[src/rtl/axi_interconnect_crossbar_mresp_merge.sv]
// Response-path merge for the AXI crossbar.
// Round-robin arbitration across NUM_MASTER response sources. A source that
// wins with a non-last beat keeps the grant until its last beat is accepted.
// Each output beat is {payload, source_index}, registered once, so a new beat
// can be loaded in the same cycle the held beat drains.
//
// Handshake: a beat moves on any interface only in a cycle where valid and
// ready are both high. A valid that has been raised is not withdrawn, and its
// data is held stable until ready is seen. s_resp_ready may depend on
// resp_ready and on the arbitration result. resp_valid and resp_info come
// straight from registers.
module axi_interconnect_crossbar_mresp_merge #(
  parameter int NUM_MASTER     = 2,
  parameter int WIDTH_RESPINFO = 48,
  parameter int WIDTH_IDX      = (NUM_MASTER <= 2) ? 1 : $clog2(NUM_MASTER),
  parameter int U_DLY          = 1
) (
  input  logic                                 clk_sys,
  input  logic                                 rst_n,
  input  logic [NUM_MASTER*WIDTH_RESPINFO-1:0] s_resp_info,
  input  logic [NUM_MASTER-1:0]                s_resp_last,
  input  logic [NUM_MASTER-1:0]                s_resp_valid,
  output logic [NUM_MASTER-1:0]                s_resp_ready,
  output logic [WIDTH_RESPINFO+WIDTH_IDX-1:0]  resp_info,
  output logic                                 resp_last,
  output logic                                 resp_valid,
  input  logic                                 resp_ready
);

  // Number of index codes. Source vectors are zero-padded up to this size,
  // so indexing them with any WIDTH_IDX value stays in range.
  localparam int NUM_SLOT = 1 << WIDTH_IDX;

  // Reject parameter sets the index field cannot represent.
  if (NUM_MASTER < 1 || NUM_MASTER > 16 || U_DLY < 0 || NUM_SLOT < NUM_MASTER) begin : g_bad_param
    $error("axi_interconnect_crossbar_mresp_merge: illegal parameter set");
  end

  typedef enum logic {
    ST_IDLE = 1'b0,
    ST_LOCK = 1'b1
  } state_t;

  state_t                      state;
  logic [WIDTH_IDX-1:0]        grant;
  logic [WIDTH_IDX-1:0]        rr_ptr;

  logic [NUM_SLOT-1:0]         valid_pad;
  logic [NUM_SLOT-1:0]         last_pad;
  logic [WIDTH_RESPINFO-1:0]   pay_pad [NUM_SLOT];

  logic                        hi_found;
  logic [WIDTH_IDX-1:0]        hi_idx;
  logic [WIDTH_IDX-1:0]        lo_idx;
  logic [WIDTH_IDX-1:0]        arb_idx;

  logic [WIDTH_IDX-1:0]        sel;
  logic                        sel_valid;
  logic                        sel_last;
  logic                        out_free;
  logic                        take;
  logic [WIDTH_IDX-1:0]        next_ptr;

  // Unpack the flat source buses into zero-padded per-slot views.
  always_comb begin
    valid_pad = '0;
    last_pad  = '0;
    for (int i = 0; i < NUM_SLOT; i++) begin
      pay_pad[i] = '0;
    end
    for (int i = 0; i < NUM_MASTER; i++) begin
      valid_pad[i] = s_resp_valid[i];
      last_pad[i]  = s_resp_last[i];
      pay_pad[i]   = s_resp_info[i*WIDTH_RESPINFO +: WIDTH_RESPINFO];
    end
  end

  // Round-robin pick: the lowest requester at or above rr_ptr wins; if there
  // is none, the lowest requester overall wins (wrap-around).
  always_comb begin
    hi_found = 1'b0;
    hi_idx   = '0;
    lo_idx   = '0;
    for (int i = NUM_MASTER - 1; i >= 0; i--) begin
      if (s_resp_valid[i]) begin
        lo_idx = WIDTH_IDX'(i);
        if (i >= int'(rr_ptr)) begin
          hi_found = 1'b1;
          hi_idx   = WIDTH_IDX'(i);
        end
      end
    end
    arb_idx = hi_found ? hi_idx : lo_idx;
  end

  // Source selection. In LOCK only the granted source is considered.
  always_comb begin
    sel       = (state == ST_LOCK) ? grant : arb_idx;
    sel_valid = (state == ST_LOCK) ? valid_pad[grant] : (|s_resp_valid);
    sel_last  = last_pad[sel];
    out_free  = ~resp_valid | resp_ready;
    take      = out_free & sel_valid;
    next_ptr  = (sel == WIDTH_IDX'(NUM_MASTER - 1)) ? '0 : sel + WIDTH_IDX'(1);
  end

  // Ready goes only to the selected source, and only when the output can load.
  always_comb begin
    s_resp_ready = '0;
    for (int i = 0; i < NUM_MASTER; i++) begin
      if (take && (int'(sel) == i)) begin
        s_resp_ready[i] = 1'b1;
      end
    end
  end

  // Arbiter state and the registered output stage.
  always_ff @(posedge clk_sys or negedge rst_n) begin
    if (!rst_n) begin
      state      <= ST_IDLE;
      grant      <= '0;
      rr_ptr     <= '0;
      resp_info  <= '0;
      resp_last  <= 1'b0;
      resp_valid <= 1'b0;
    end else begin
      if (take) begin
        resp_info  <= {pay_pad[sel], sel};
        resp_last  <= sel_last;
        resp_valid <= 1'b1;
        if (sel_last) begin
          rr_ptr <= next_ptr;
          state  <= ST_IDLE;
        end else begin
          grant  <= sel;
          state  <= ST_LOCK;
        end
      end else if (resp_ready) begin
        resp_valid <= 1'b0;
      end
    end
  end

endmodule
[config.mk]
export PLATFORM = sky130hd
export DESIGN_NAME = axi_interconnect_crossbar_mresp_merge
export DESIGN_NICKNAME = d
export VERILOG_FILES = /design/src/rtl/axi_interconnect_crossbar_mresp_merge.sv
export SDC_FILE = /design/constraint.sdc
export NUM_CORES = 1
export LEC_CHECK = 0
export BUFFER_PORTS_ARGS = -buffer_cell sky130_fd_sc_hd__buf_2
export CAP_MARGIN = 0
export CELL_PAD_IN_SITES_DETAIL_PLACEMENT = 0
export CELL_PAD_IN_SITES_GLOBAL_PLACEMENT = 1
export CORE_MARGIN = 2
export CORE_UTILIZATION = 33
export DETAILED_ROUTE_END_ITERATION = 10
export GPL_ROUTABILITY_DRIVEN = 0
export GPL_TIMING_DRIVEN = 0
export PLACE_DENSITY_LB_ADDON = 0.12
export SLEW_MARGIN = 20
export SYNTH_ARGS = -nofsm -noshare
export SYNTH_HDL_FRONTEND = slang
export SYNTH_SLANG_ARGS = --single-unit
[constraint.sdc]
create_clock -name clk_sys -period 2.36 [get_ports clk_sys]
set_input_delay 0.472 -clock clk_sys [delete_from_list [all_inputs] [get_ports clk_sys]]
set_output_delay 0.472 -clock clk_sys [all_outputs]
set_load 0.02 [all_outputs]
# Word-level counts from Yosys, hierarchy flattened
# Index checks and enable logic that the tools add are counted.
dict set report classes {
  n_addsub 1
  n_eq_ne 0
  mux 22
  n_div 0
  reduce_logical 6
  n_bitwise 6
  n_lt_le_gt_ge 4
  shifts 0
  multipliers 0
}
# op n
set op_table {}
lappend op_table {{$mux 48} 3}
lappend op_table {{$mux 1} 19}
lappend op_table {{$lt 1x2->1 const B} 2}
lappend op_table {{$reduce_and 2->1} 2}
lappend op_table {{$not 1->1} 3}
lappend op_table {{$ge 2x2->1 const B} 1}
lappend op_table {{$logic_and 1x1->1} 2}
lappend op_table {{$not 1->2} 1}
lappend op_table {{$reduce_bool 2->1} 1}
lappend op_table {{$reduce_or 2->1} 1}
lappend op_table {{$add 1x1->1 const B} 1}
lappend op_table {{$and 1x1->1} 1}
lappend op_table {{$ge 1x1->1 const A} 1}
lappend op_table {{$or 1x1->1} 1}
dict set report word_totals {
  in_bits 103
  rom_bits 0
  memories 0
  regBits 54
  word_cells 45
  ram_bits 0
  latch_bits 0
  out_inout_bits 53
}

# Depth between registers and ports, before layout
# Gate-level depths: netlist (run 1).
dict set report logic_depth {
  word_depth 9
  depth_mapped 5
  mapped_depth_nobuf 4
}

# Worst setup path before layout (run 1)
# Ideal clock, no wire load.
dict set report synth_path {
  kind {input -> output}
  start {input resp_ready}
  end {output s_resp_ready[1]}
  required_time_ps 1888
  path_slack_ps 515
  stages 5
  path_buffers 1
  t_arrival_ps 1373
  path_cell_list {nand2b_1 -> o21ai_2 -> nor2_1 -> buf_2 -> and2_1}
}
dict set report synth_via {
  elab_chain_len 4
}
# item line_no
set synth_rtl {}
lappend synth_rtl {{start, declared} 27} ;# input logic resp_ready
lappend synth_rtl {{$or 1x1->1} 101} ;# out_free = ~resp_valid | resp_ready;
lappend synth_rtl {{$and 1x1->1} 102} ;# take = out_free & sel_valid;
lappend synth_rtl {{$logic_and 1x1->1} 110} ;# if (take && (int'(sel) == i)) begin
lappend synth_rtl {{$mux 1} 110}
lappend synth_rtl {{end, declared} 23} ;# output logic [NUM_MASTER-1:0] s_resp_ready,
# No other way between the ends.

# Final worst setup path (run 1)
dict set report layout_path {
  start {register grant}
  end {output s_resp_ready[1]}
}
dict set report layout_via {
  elab_chain_len 6
  word_cells_on_any_way 7
}
# item line_no
set layout_rtl {}
lappend layout_rtl {{start, declared} 45} ;# logic [WIDTH_IDX-1:0] grant;
lappend layout_rtl {{start signal, assigned} 134} ;# grant <= sel;
lappend layout_rtl {{$mux 1 (not written as such) (2 in series)} 99} ;# sel_valid = (state == ST_LOCK) ? valid_pad[grant] : (|s_resp_valid);
lappend layout_rtl {{$mux 1} 99}
lappend layout_rtl {{$and 1x1->1} 102}
lappend layout_rtl {{$logic_and 1x1->1 (*)} 110}
lappend layout_rtl {{$mux 1 (*)} 110}
# Every way passes the cells marked *; elsewhere a longest branch is shown, timed or not. The select of a mux whose other input is x is not followed.

==> implementation parameters, run 1 <==
Parameter                              Value

CTS
  CTS Root Cell ... clkbuf_8
  Clk sink count ... 54
  TritonCTS clock tree ... done
  Number of buffers on the longest clock path ... 2
  CTS hold repair buffers ... 0
  CTS clock-pin slew for the worst setup and hold paths ... 0.09 ns
  Number of buffers inserted during clock tree synthesis ... 5
  Clk Latency, worst-skew pair ... 0.30 ns
  H-Tree Level Count ... 2

Timing
  Setup WS post-layout ... 0.1265 ns
  Count of final setup violators ... 0
  Final hold viol count ... 0
  Pins over their slew limit ... 0
  Headroom to the max-slew limit ... 54.43%
  Smallest hold slack ... 0.1913 ns
  F_max ... 0.4477 GHz
  Slew of the pin with the lowest slew margin ... 0.6836 ns
  Clock Skews ... 0.006161 ns
  Fin crit share ... 94.64%
  Clock period minus worst slack ... 2.234 ns

Route
  Post-detailed-routing wire length ... 6349 um
  Number of vias per cell after detailed routing ... 4.585
  Remaining antenna violation count after routing ... 0
  Total via count in the routed design ... 2068
  Remaining routing DRC violations ... 0
  Initial DRC Count ... 23
  Drt pass-1 iters ... 4
  Drt wl/cell ... 14.08 um

Worst setup path
  Max FO, Critical Path ... 10
  Category of cells accounting for the largest share of critical-path delay ... simple AND/OR/NAND/NOR gates
  Register-to-register setup slack ... 0.48 ns
  Critical path cell sequence ... nand2b_1 > a21oi_4 > nor2_4 > buf_4 > and2_1 > buf_2
  Data arrival time of the critical path ... 1.76 ns
  CP Capture Type ... output pin
  Slowest stage cell on the critical path ... dfrtp_1
  Largest stage delay on the critical path ... 0.41 ns
  Critical path buffers and inverters ... 2
  WP data required ... 1.89 ns
  Path type of the worst setup path ... flip-flop to output pin
  Setup crit start kind ... flip-flop

Synth
  Fraction of the yosys area taken by sequential cells ... 50.09%
  Yosys top cell area share ... 50.09%
  Total number of yosys warnings ... 0
  Combined area of all synthesized cells ... 2698 sq um
  Post-synth EDFFs ... 0
  Post-synth top area cell ... dfrtp_1
  Number of synthesized register bits ... 54
  Most frequent cells after synthesis ... mux2_2, dfrtp_1, mux2_1
  Number of cells produced by synthesis ... 185
  Synth async-reset ratio ... 100.0%
  Number of distinct library cells after synthesis ... 21
  Post-Syn Area per Cell ... 14.58 sq um
  Biggest area contributors in the synthesized netlist ... dfrtp_1, mux2_2, mux2_1, buf_6, buf_2
  Most frequently used cell type in the post-synthesis netlist ... mux2_2
  Post-synth net total ... 288
  Commonest register cell after synthesis ... dfrtp_1

Global route
  Pin count of the biggest net entering global routing ... 55
  Global-route wire length before repair ... 10130 um
  Overflow left after global routing ... 0
  Global-route total usage across every layer ... 14.46%
  Via count of the first global-routing pass ... 2091
  Number of antenna violations at the first check in global routing ... 0

Placement
  Count of port buffers added during placement ... 155
  Post-detailed-placement half-perimeter wirelength ... 4862 um
  Area after detailed placement ... 3603 sq um
  Pre-CTS setup slack ... 0.03793 ns
  Placed cell count ... 442

Power
  Peak supply drop ... 0.4442 mV
  Leakage power total ... 1.792 nW
  Total power density per cell area ... 1119 nW/um^2

Floorplan
  Placeable Area ... 7807 sq um
  Area of the die ... 8913 sq um
  Die height ... 94.41 um
  Number of I/O pins ... 156
  Starting density of the core ... 34.55%
  Horizontal die dimension ... 94.41 um
  Placement Rows ... 32

Hold path
  Path category of the worst min-delay check ... input port to async pin

Layout
  Combined area of the multi-input logic cells ... 1287 sq um
  Register area ... 1351 sq um
  Area Growth Syn to Fin ... 38.40%
  Antenna diodes ... 0
  Number of nets at the end of the flow ... 453
  Number of filler instances in the final layout ... 772
  Final standard cell area without fillers ... 3734 sq um
  Final instance count without filler cells ... 451
  Fraction of final layout cells sized beyond drive strength 1 ... 77.65%

Run
  Max-capacitance violation count ... 0

Outcome
  Status ... complete, no violations
-- registers in the layout, summed over array words and instances, names as in the netlist --
signal      flops
resp_valid      1
state           1
rr_ptr          1
resp_last       1
resp_info      49
grant           1
-- per-layer routing --
| metal | GRT usage, % | wire (um) | up-vias |
|---|---|---|---|
| met5 | 0 | 0 | - |
| met4 | 4.106 | 79 | 0 |
| met3 | 3.432 | 456 | 6 |
| met2 | 25.00 | 3176 | 84 |
| met1 | 18.08 | 2637 | 985 |
| li1 | - | - | 993 |
-- stage by stage --
stage               TNS [ns]  util (%)  power, mW
detailed placement         0     46.15      3.691
floorplan                  0         -      2.969
CTS                        0     47.28      4.215
finish                     0     47.82      4.177
global route        -0.02117     47.82      4.490
global placement           0     46.12      3.666
-- layout make-up --
class,instances,share of cell area [%]
buffer,10,2.245
multi-input combinational,121,34.48
sequential,54,36.19
tap,102,3.418
timing repair buffer,158,21.45
clock buffer,6,2.212
-- cells by family (layout without fill, tap and decap cells) --
kind of cell / after synthesis / after routing / share of synthesized area [%]
AO/OA/AOI/OAI: 10 / 10 / 3.062
buffers and inverters: 10 / 174 / 3.015
flip-flops: 54 / 54 / 50.09
multiplexers: 99 / 99 / 41.33
AND/OR/NAND/NOR: 12 / 12 / 2.505
-- cells in the final DEF, fill, tap and decap left out, drive strengths merged, types with 3 or more instances in the layout --
| master | count |
|---|---|
| buf | 168 |
| nor2 | 3 |
| mux2 | 99 |
| nand2b | 3 |
| o21ai | 5 |
| clkbuf | 6 |
| dfrtp | 54 |
-- report_power, final --
group	internal [mW]	switching [mW]	total [mW]
Sequential	1.34	0.178	1.52
Clock	0.227	0.285	0.512
Combinational	1.01	1.14	2.15
-- worst paths after layout --
path,start,end,depth (start not counted)
min in group clk_sys,resp_info[9]$_DFFE_PN0P_,resp_info[9]$_DFFE_PN0P_,1
setup reg to reg,state$_DFFE_PN0P_,resp_info[21]$_DFFE_PN0P_,6
hold reg to reg,resp_info[9]$_DFFE_PN0P_,resp_info[9]$_DFFE_PN0P_,1
hold / removal,rst_n,resp_info[14]$_DFFE_PN0P_,1
setup / recovery,grant$_DFFE_PN0P_,s_resp_ready[1],6
max in group asynchronous,rst_n,resp_info[4]$_DFFE_PN0P_,1
-- repair_timing --
| item | CTS | global route |
|---|---|---|
| endpoints found under the setup margin | 1 | 1 |
| gates resized for setup | 2 | 3 |
| pin swaps | 0 | 1 |
| cloned | 0 | 0 |
| buffers inserted | 0 | 3 |
No activity file was read; power rests on OpenSTA's default activity.
==> run 2: changes to the inputs <==
--- a/config.mk
+++ b/config.mk
@@ -9,12 +9,15 @@
 export CAP_MARGIN = 0
 export CELL_PAD_IN_SITES_DETAIL_PLACEMENT = 0
 export CELL_PAD_IN_SITES_GLOBAL_PLACEMENT = 1
+export CORE_ASPECT_RATIO = 0.7
 export CORE_MARGIN = 2
 export CORE_UTILIZATION = 33
 export DETAILED_ROUTE_END_ITERATION = 10
 export GPL_ROUTABILITY_DRIVEN = 0
 export GPL_TIMING_DRIVEN = 0
+export MAX_ROUTING_LAYER = met4
 export PLACE_DENSITY_LB_ADDON = 0.12
+export REMOVE_ABC_BUFFERS = 1
 export SLEW_MARGIN = 20
 export SYNTH_ARGS = -nofsm -noshare
 export SYNTH_HDL_FRONTEND = slang
==> implementation parameters, run 2 (synthesis gave the netlist of run 1 again) <==
Parameter                              Value

Power
  Internal power of the cells ... 2.827 mW (+9.9%)
  Leakage power total ... 1.846 nW (+3.0%)
  Total power density per cell area ... 1153 nW/um^2 (+3.1%)
  Peak supply drop ... 0.5223 mV (+18%)
  Switching component of the power ... 1.617 mW (+0.82%)
  Seq pwr share ... 34.3% (-2.0 points)
  Combinational fraction of design power ... 49.2% (-2.3 points)
  Fraction of power spent switching nets ... 36.39% (-2.0 points)
  Proportion of power drawn by the clock network ... 16.5% (+4.2 points)
  Design Power ... 4.444 mW (+6.4%)

Global route
  Global-route wire length before repair ... 9480 um (-6.4%)
  Overflow left after global routing ... 0 (unchanged)
  Number of antenna violations at the first check in global routing ... 0 (unchanged)
  Global-route total usage across every layer ... 13.51% (-0.95 points)
  Via count of the first global-routing pass ... 2026 (-3.1%)
  Pin count of the biggest net entering global routing ... 55 (unchanged)

Worst setup path
  Setup crit start kind ... flip-flop
  Path type of the worst setup path ... flip-flop to output pin
  WP data required ... 1.89 ns (about the same)
  CP Capture Type ... output pin
  Max FO, Critical Path ... 24 (+14)
  Data arrival time of the critical path ... 1.62 ns (-0.14 ns)

Layout
  Register area ... 1351 sq um (unchanged)
  Highest-count cells in the layout ignoring fill and taps ... buf_2, mux2_2, dfrtp_1, buf_4, mux2_1
  Final instance count without filler cells ... 452 (+0.22%)
  Top register by number of flip-flops ... resp_info
  Combined area of the multi-input logic cells ... 1272 sq um (-1.2%)
  Final standard cell area without fillers ... 3854 sq um (+3.2%)
  Number of nets at the end of the flow ... 453 (unchanged)
  Number of filler instances in the final layout ... 725 (-6.1%)
  Antenna diodes ... 0 (unchanged)
  Most common cell after layout, fill and taps aside ... buf_2
  Number of flip-flops in the largest register ... 49 (unchanged)
  Area Growth Syn to Fin ... 42.86%
  Fraction of final layout cells sized beyond drive strength 1 ... 77.49% (-0.16 points)

Placement
  Area after detailed placement ... 3626 sq um (+0.62%)
  Pre-CTS setup slack ... 0.04379 ns (+0.005864 ns)
  Post-detailed-placement half-perimeter wirelength ... 4275 um (-12%)
  Count of port buffers added during placement ... 155 (unchanged)
  Placed cell count ... 435 (-1.6%)

Timing
  Clock Skews ... 0.003868 ns (-0.002293 ns)
  Slew of the pin with the lowest slew margin ... 0.6795 ns (-0.004058 ns)
  F_max ... 0.4791 GHz (+7.0%)
  Clock period minus worst slack ... 2.087 ns (-0.1463 ns)
  Fin crit share ... 88.44% (-6.2 points)
  Headroom to the max-slew limit ... 54.70% (+0.27 points)
  Final hold viol count ... 0 (unchanged)
  Setup WS post-layout ... 0.2728 ns (+0.1463 ns)
  RSZ-0062 raised after global routing ... no
  Pins over their slew limit ... 0 (unchanged)
  Setup_tns ... 0 ns (unchanged)
  Count of final setup violators ... 0 (unchanged)

CTS
  Clk sink count ... 54 (unchanged)
  Clk Latency, worst-skew pair ... 0.29 ns (about the same)
  Number of buffers on the longest clock path ... 2 (unchanged)
  H-Tree Level Count ... 2 (unchanged)
  TritonCTS clock tree ... done
  Number of buffers inserted during clock tree synthesis ... 5 (unchanged)
  CTS clock-pin slew for the worst setup and hold paths ... 0.07 ns (-0.02 ns)
  CTS Root Cell ... clkbuf_16

Floorplan
  Placement Rows ... 27 (-16%)
  Number of I/O pins ... 156 (unchanged)
  Starting density of the core ... 34.12% (-0.43 points)
  Area of the die ... 8925 sq um (+0.14%)
  Horizontal die dimension ... 112.1 um (+19%)
  Placeable Area ... 7905 sq um (+1.2%)
  Die height ... 79.65 um (-16%)

Outcome
  Status ... complete, no violations

Route
  Post-detailed-routing wire length ... 5735 um (-9.7%)
  Remaining routing DRC violations ... 0 (unchanged)
  Drt wl/cell ... 12.69 um (-9.9%)
  Total via count in the routed design ... 2014 (-2.6%)
  Initial DRC Count ... 38 (+65%)
  Remaining antenna violation count after routing ... 0 (unchanged)
  Number of vias per cell after detailed routing ... 4.456 (-2.8%)
  Drt pass-1 iters ... 4 (unchanged)

Hold path
  Path category of the worst min-delay check ... input port to async pin

Run
  Max-capacitance violation count ... 0 (unchanged)
[run 2: cell count changes in the layout (fill, tap and decap cells not counted), sizes merged]
cell	delta
clkbuf	+1
clkinv	+1
[run 2: final timing paths]
| path | from | end | slack, ns | cells past startpoint |
|---|---|---|---|---|
| min | rst_n | resp_info[11]$_DFFE_PN0P_ | 0.21 | 1 |
| max reg2reg | rr_ptr$_DFFE_PN0P_ | resp_info[10]$_DFFE_PN0P_ | 0.43 | 6 |
| max in group asynchronous | rst_n | resp_info[42]$_DFFE_PN0P_ | 1.68 | 1 |
| min reg2reg | resp_last$_DFFE_PN0P_ | resp_last$_DFFE_PN0P_ | 0.48 | 1 |
| max | rr_ptr$_DFFE_PN0P_ | s_resp_ready[1] | 0.27 | 5 |
| min in group clk_sys | resp_last$_DFFE_PN0P_ | resp_last$_DFFE_PN0P_ | 0.48 | 1 |
[run 2: layer usage]
| metal | track usage (%) | share of wire [%] | vias up |
|---|---|---|---|
| met2 | 21.76 | 46 | 88 |
| met5 | - | 0 | - |
| met3 | 3.417 | 7.8 | 5 |
| met1 | 17.39 | 46 | 915 |
| li1 | - | - | 1006 |
| met4 | 3.293 | 0.73 | 0 |
[run 2: what timing repair did]
action | in CTS | in global routing
hold endpoints to repair | 0 | 0
gates resized for setup | 0 | 0
hold buffers | 0 | 0
pin swaps | 1 | 1
endpoints found under the setup margin | 2 | 1
setup buffers | 3 | 6
[run 2: worst max-delay path: stages, from the launching register on]
cell and delay [ns]:
dfrtp_1 0.37, and2b_1 0.21, o21ai_4 0.25, buf_16 0.20, and2_1 0.13, buf_2 0.15
[run 2: cell type report]
class,instances,share of cell area (%)
sequential,54,35.07
timing repair buffer,168,24.81
tap,101,3.279
multi-input combinational,121,33.02
clock inverter,1,0.1299
clock buffer,7,3.701
[run 2: power groups by stage]
stage | clock (mW) | combinational [mW] | sequential, mW
after floorplan | 0 | 0.847 | 2.06
after global placement | 0 | 2.08 | 1.52
after detailed placement | 0 | 2.15 | 1.54
after CTS | 0.762 | 2.20 | 1.53
after global routing | 0.800 | 2.35 | 1.58
final | 0.733 | 2.19 | 1.52
[run 2: stage by stage]
step	hold slack (ns)	utilization, %
floorplan	0.1764	-
global placement	0.4630	44.51
detailed placement	0.4713	45.87
global route	0.2867	48.75
finish	0.2058	48.75
CTS	0.2578	48.18
==> run 3: changes to the inputs <==
--- a/config.mk
+++ b/config.mk
@@ -5,11 +5,12 @@
 export SDC_FILE = /design/constraint.sdc
 export NUM_CORES = 1
 export LEC_CHECK = 0
+export ABC_CLOCK_PERIOD_IN_PS = 2360
 export BUFFER_PORTS_ARGS = -buffer_cell sky130_fd_sc_hd__buf_2
 export CAP_MARGIN = 0
 export CELL_PAD_IN_SITES_DETAIL_PLACEMENT = 0
 export CELL_PAD_IN_SITES_GLOBAL_PLACEMENT = 1
-export CORE_ASPECT_RATIO = 0.7
+export CORE_ASPECT_RATIO = 1.5
 export CORE_MARGIN = 2
 export CORE_UTILIZATION = 33
 export DETAILED_ROUTE_END_ITERATION = 10
==> implementation parameters, run 3 (synthesis gave the netlist of run 1 again) <==
Parameter                              Value

Timing
  Fin crit share ... 92.53% (+4.1 points)
  Smallest hold slack ... 0.2235 ns (+0.01766 ns)
  Final hold viol count ... 0 (unchanged)
  Count of final setup violators ... 0 (unchanged)
  Setup WS post-layout ... 0.1764 ns (-0.09641 ns)
  Pins over their slew limit ... 0 (unchanged)
  Slew of the pin with the lowest slew margin ... 0.6887 ns (+0.009166 ns)
  RSZ-0062 raised after global routing ... no
  F_max ... 0.4580 GHz (-4.4%)
  Clock Skews ... 0.005540 ns (+0.001672 ns)
  Headroom to the max-slew limit ... 54.09% (-0.61 points)
  Clock period minus worst slack ... 2.184 ns (+0.09641 ns)

Layout
  Fraction of final layout cells sized beyond drive strength 1 ... 77.03% (-0.46 points)
  Most common cell after layout, fill and taps aside ... buf_2
  Number of flip-flops in the largest register ... 49 (unchanged)
  Top register by number of flip-flops ... resp_info
  Highest-count cells in the layout ignoring fill and taps ... buf_2, mux2_2, dfrtp_1, mux2_1, clkbuf_16
  Antenna diodes ... 0 (unchanged)
  Number of nets at the end of the flow ... 446 (-1.5%)
  Number of filler instances in the final layout ... 753 (+3.9%)
  Final standard cell area without fillers ... 3806 sq um (-1.2%)
  Area Growth Syn to Fin ... 41.09%

Route
  Post-detailed-routing wire length ... 6006 um (+4.7%)
  Drt wl/cell ... 13.38 um (+5.4%)
  Initial DRC Count ... 88 (+130%)
  Met2 Routed Length ... 3236 um (+24%)
  Remaining routing DRC violations ... 0 (unchanged)
  Total via count in the routed design ... 2044 (+1.5%)
  Remaining antenna violation count after routing ... 0 (unchanged)
  Metal3 WL ... 338 um (-24%)
  Top Metal Used ... met4
  Routed length on met1 ... 2352 um (-10%)
  Drt pass-1 iters ... 4 (unchanged)
  Number of vias per cell after detailed routing ... 4.552 (+2.2%)

Global route
  Overflow left after global routing ... 0 (unchanged)
  Number of antenna violations at the first check in global routing ... 0 (unchanged)
  Global-route total usage across every layer ... 13.91% (+0.39 points)
  Pin count of the biggest net entering global routing ... 55 (unchanged)
  Global-route wire length before repair ... 9466 um (-0.15%)
  Via count of the first global-routing pass ... 2028 (+0.099%)

Floorplan
  Placement Rows ... 40 (+48%)
  Die height ... 114.7 um (+44%)
  Placeable Area ... 7958 sq um (+0.66%)
  Number of I/O pins ... 156 (unchanged)
  Area of the die ... 8928 sq um (about the same)
  Starting density of the core ... 33.90% (-0.23 points)
  Horizontal die dimension ... 77.82 um (-31%)

Worst setup path
  Data arrival time of the critical path ... 1.71 ns (+0.09 ns)
  R2r worst-path depth ... 6 (unchanged)
  WP data required ... 1.89 ns (about the same)
  FF-to-FF End ... resp_info[38]$_DFFE_PN0P_
  CP Capture Type ... output pin
  Path type of the worst setup path ... flip-flop to output pin
  Register-to-register setup slack ... 0.48 ns (+0.05 ns)
  Reg-to-reg startpoint ... state$_DFFE_PN0P_
  Max FO, Critical Path ... 21 (-13%)
  Setup crit start kind ... flip-flop

CTS
  CTS hold repair buffers ... 0 (unchanged)
  TritonCTS clock tree ... done
  CTS clock-pin slew for the worst setup and hold paths ... 0.06 ns (about the same)
  Clk sink count ... 54 (unchanged)
  Number of buffers inserted during clock tree synthesis ... 5 (unchanged)
  Number of buffers on the longest clock path ... 2 (unchanged)
  Clk Latency, worst-skew pair ... 0.29 ns (about the same)
  H-Tree Level Count ... 2 (unchanged)
  CTS Root Cell ... clkbuf_16

Placement
  Count of port buffers added during placement ... 155 (unchanged)
  Pre-CTS setup slack ... -0.1431 ns (-0.1869 ns)
  Area after detailed placement ... 3636 sq um (+0.28%)
  Post-detailed-placement half-perimeter wirelength ... 4657 um (+8.9%)

Power
  Total power density per cell area ... 1157 nW/um^2 (+0.30%)
  Peak supply drop ... 0.5409 mV (+3.6%)
  Leakage power total ... 1.810 nW (-1.9%)

Run
  Max-capacitance violation count ... 0 (unchanged)

Outcome
  Status ... complete, no violations

Hold path
  Path category of the worst min-delay check ... input port to async pin
run 3: what timing repair did:
item / CTS / global route
pin swaps: 1 / 1
gates resized for setup: 0 / 1
setup endpoints to repair: 11 / 1
setup buffers: 1 / 1
run 3: cell type report:
cell class,instances,area [sq um],area share (%)
Multi-Input combinational cell,121,1280,33.63
Sequential cell,54,1351,35.50
Clock inverter,1,5.005,0.1315
Clock buffer,7,142.6,3.748
Timing Repair Buffer,161,895.9,23.54
Tap cell,105,131.4,3.452
run 3: worst max path at each step:
| stage | depth (start not counted) | to | slack, ns | from |
|---|---|---|---|---|
| global route | 6 | s_resp_ready[1] | 0.07 | state$_DFFE_PN0P_ |
| finish | 6 | s_resp_ready[1] | 0.18 | state$_DFFE_PN0P_ |
| global placement | 6 | s_resp_ready[1] | -2.69 | resp_ready |
| CTS | 6 | s_resp_ready[1] | 0.07 | grant$_DFFE_PN0P_ |
| floorplan | 4 | s_resp_ready[1] | -1.34 | resp_ready |
| detailed placement | 7 | s_resp_ready[1] | -0.14 | s_resp_valid[0] |
run 3: power by group:
part	switching (mW)	total, mW	internal, mW
registers	0.184	1.52	1.34
clock network	0.310	0.731	0.421
logic	1.13	2.15	1.02
total	1.62	4.40	2.78
run 3: per-layer routing:
metal	GRT usage [%]	vias up
li1	-	983
met1	15.52	974
met2	24.43	81
met3	2.669	6
met4	5.357	0
met5	-	-
run 3: through the flow:
stage | power [mW] | utilization, % | instances | setup TNS, ns
after global routing | 4.700 | 47.83 | 449 | 0
after global placement | 3.612 | 44.28 | 435 | -119.36
final | 4.403 | 47.83 | 449 | 0
after detailed placement | 3.726 | 45.69 | 439 | -2.526
after CTS | 4.487 | 47.64 | 448 | 0
after floorplan | 2.909 | - | 175 | -51.27
run 3: critical path, cell delays in order (launching register included):
cell and delay [ns]:
dfrtp_1 0.41, nand2b_1 0.19, o21ai_4 0.19, buf_16 0.19, buf_16 0.17, and2_1 0.13, buf_2 0.15
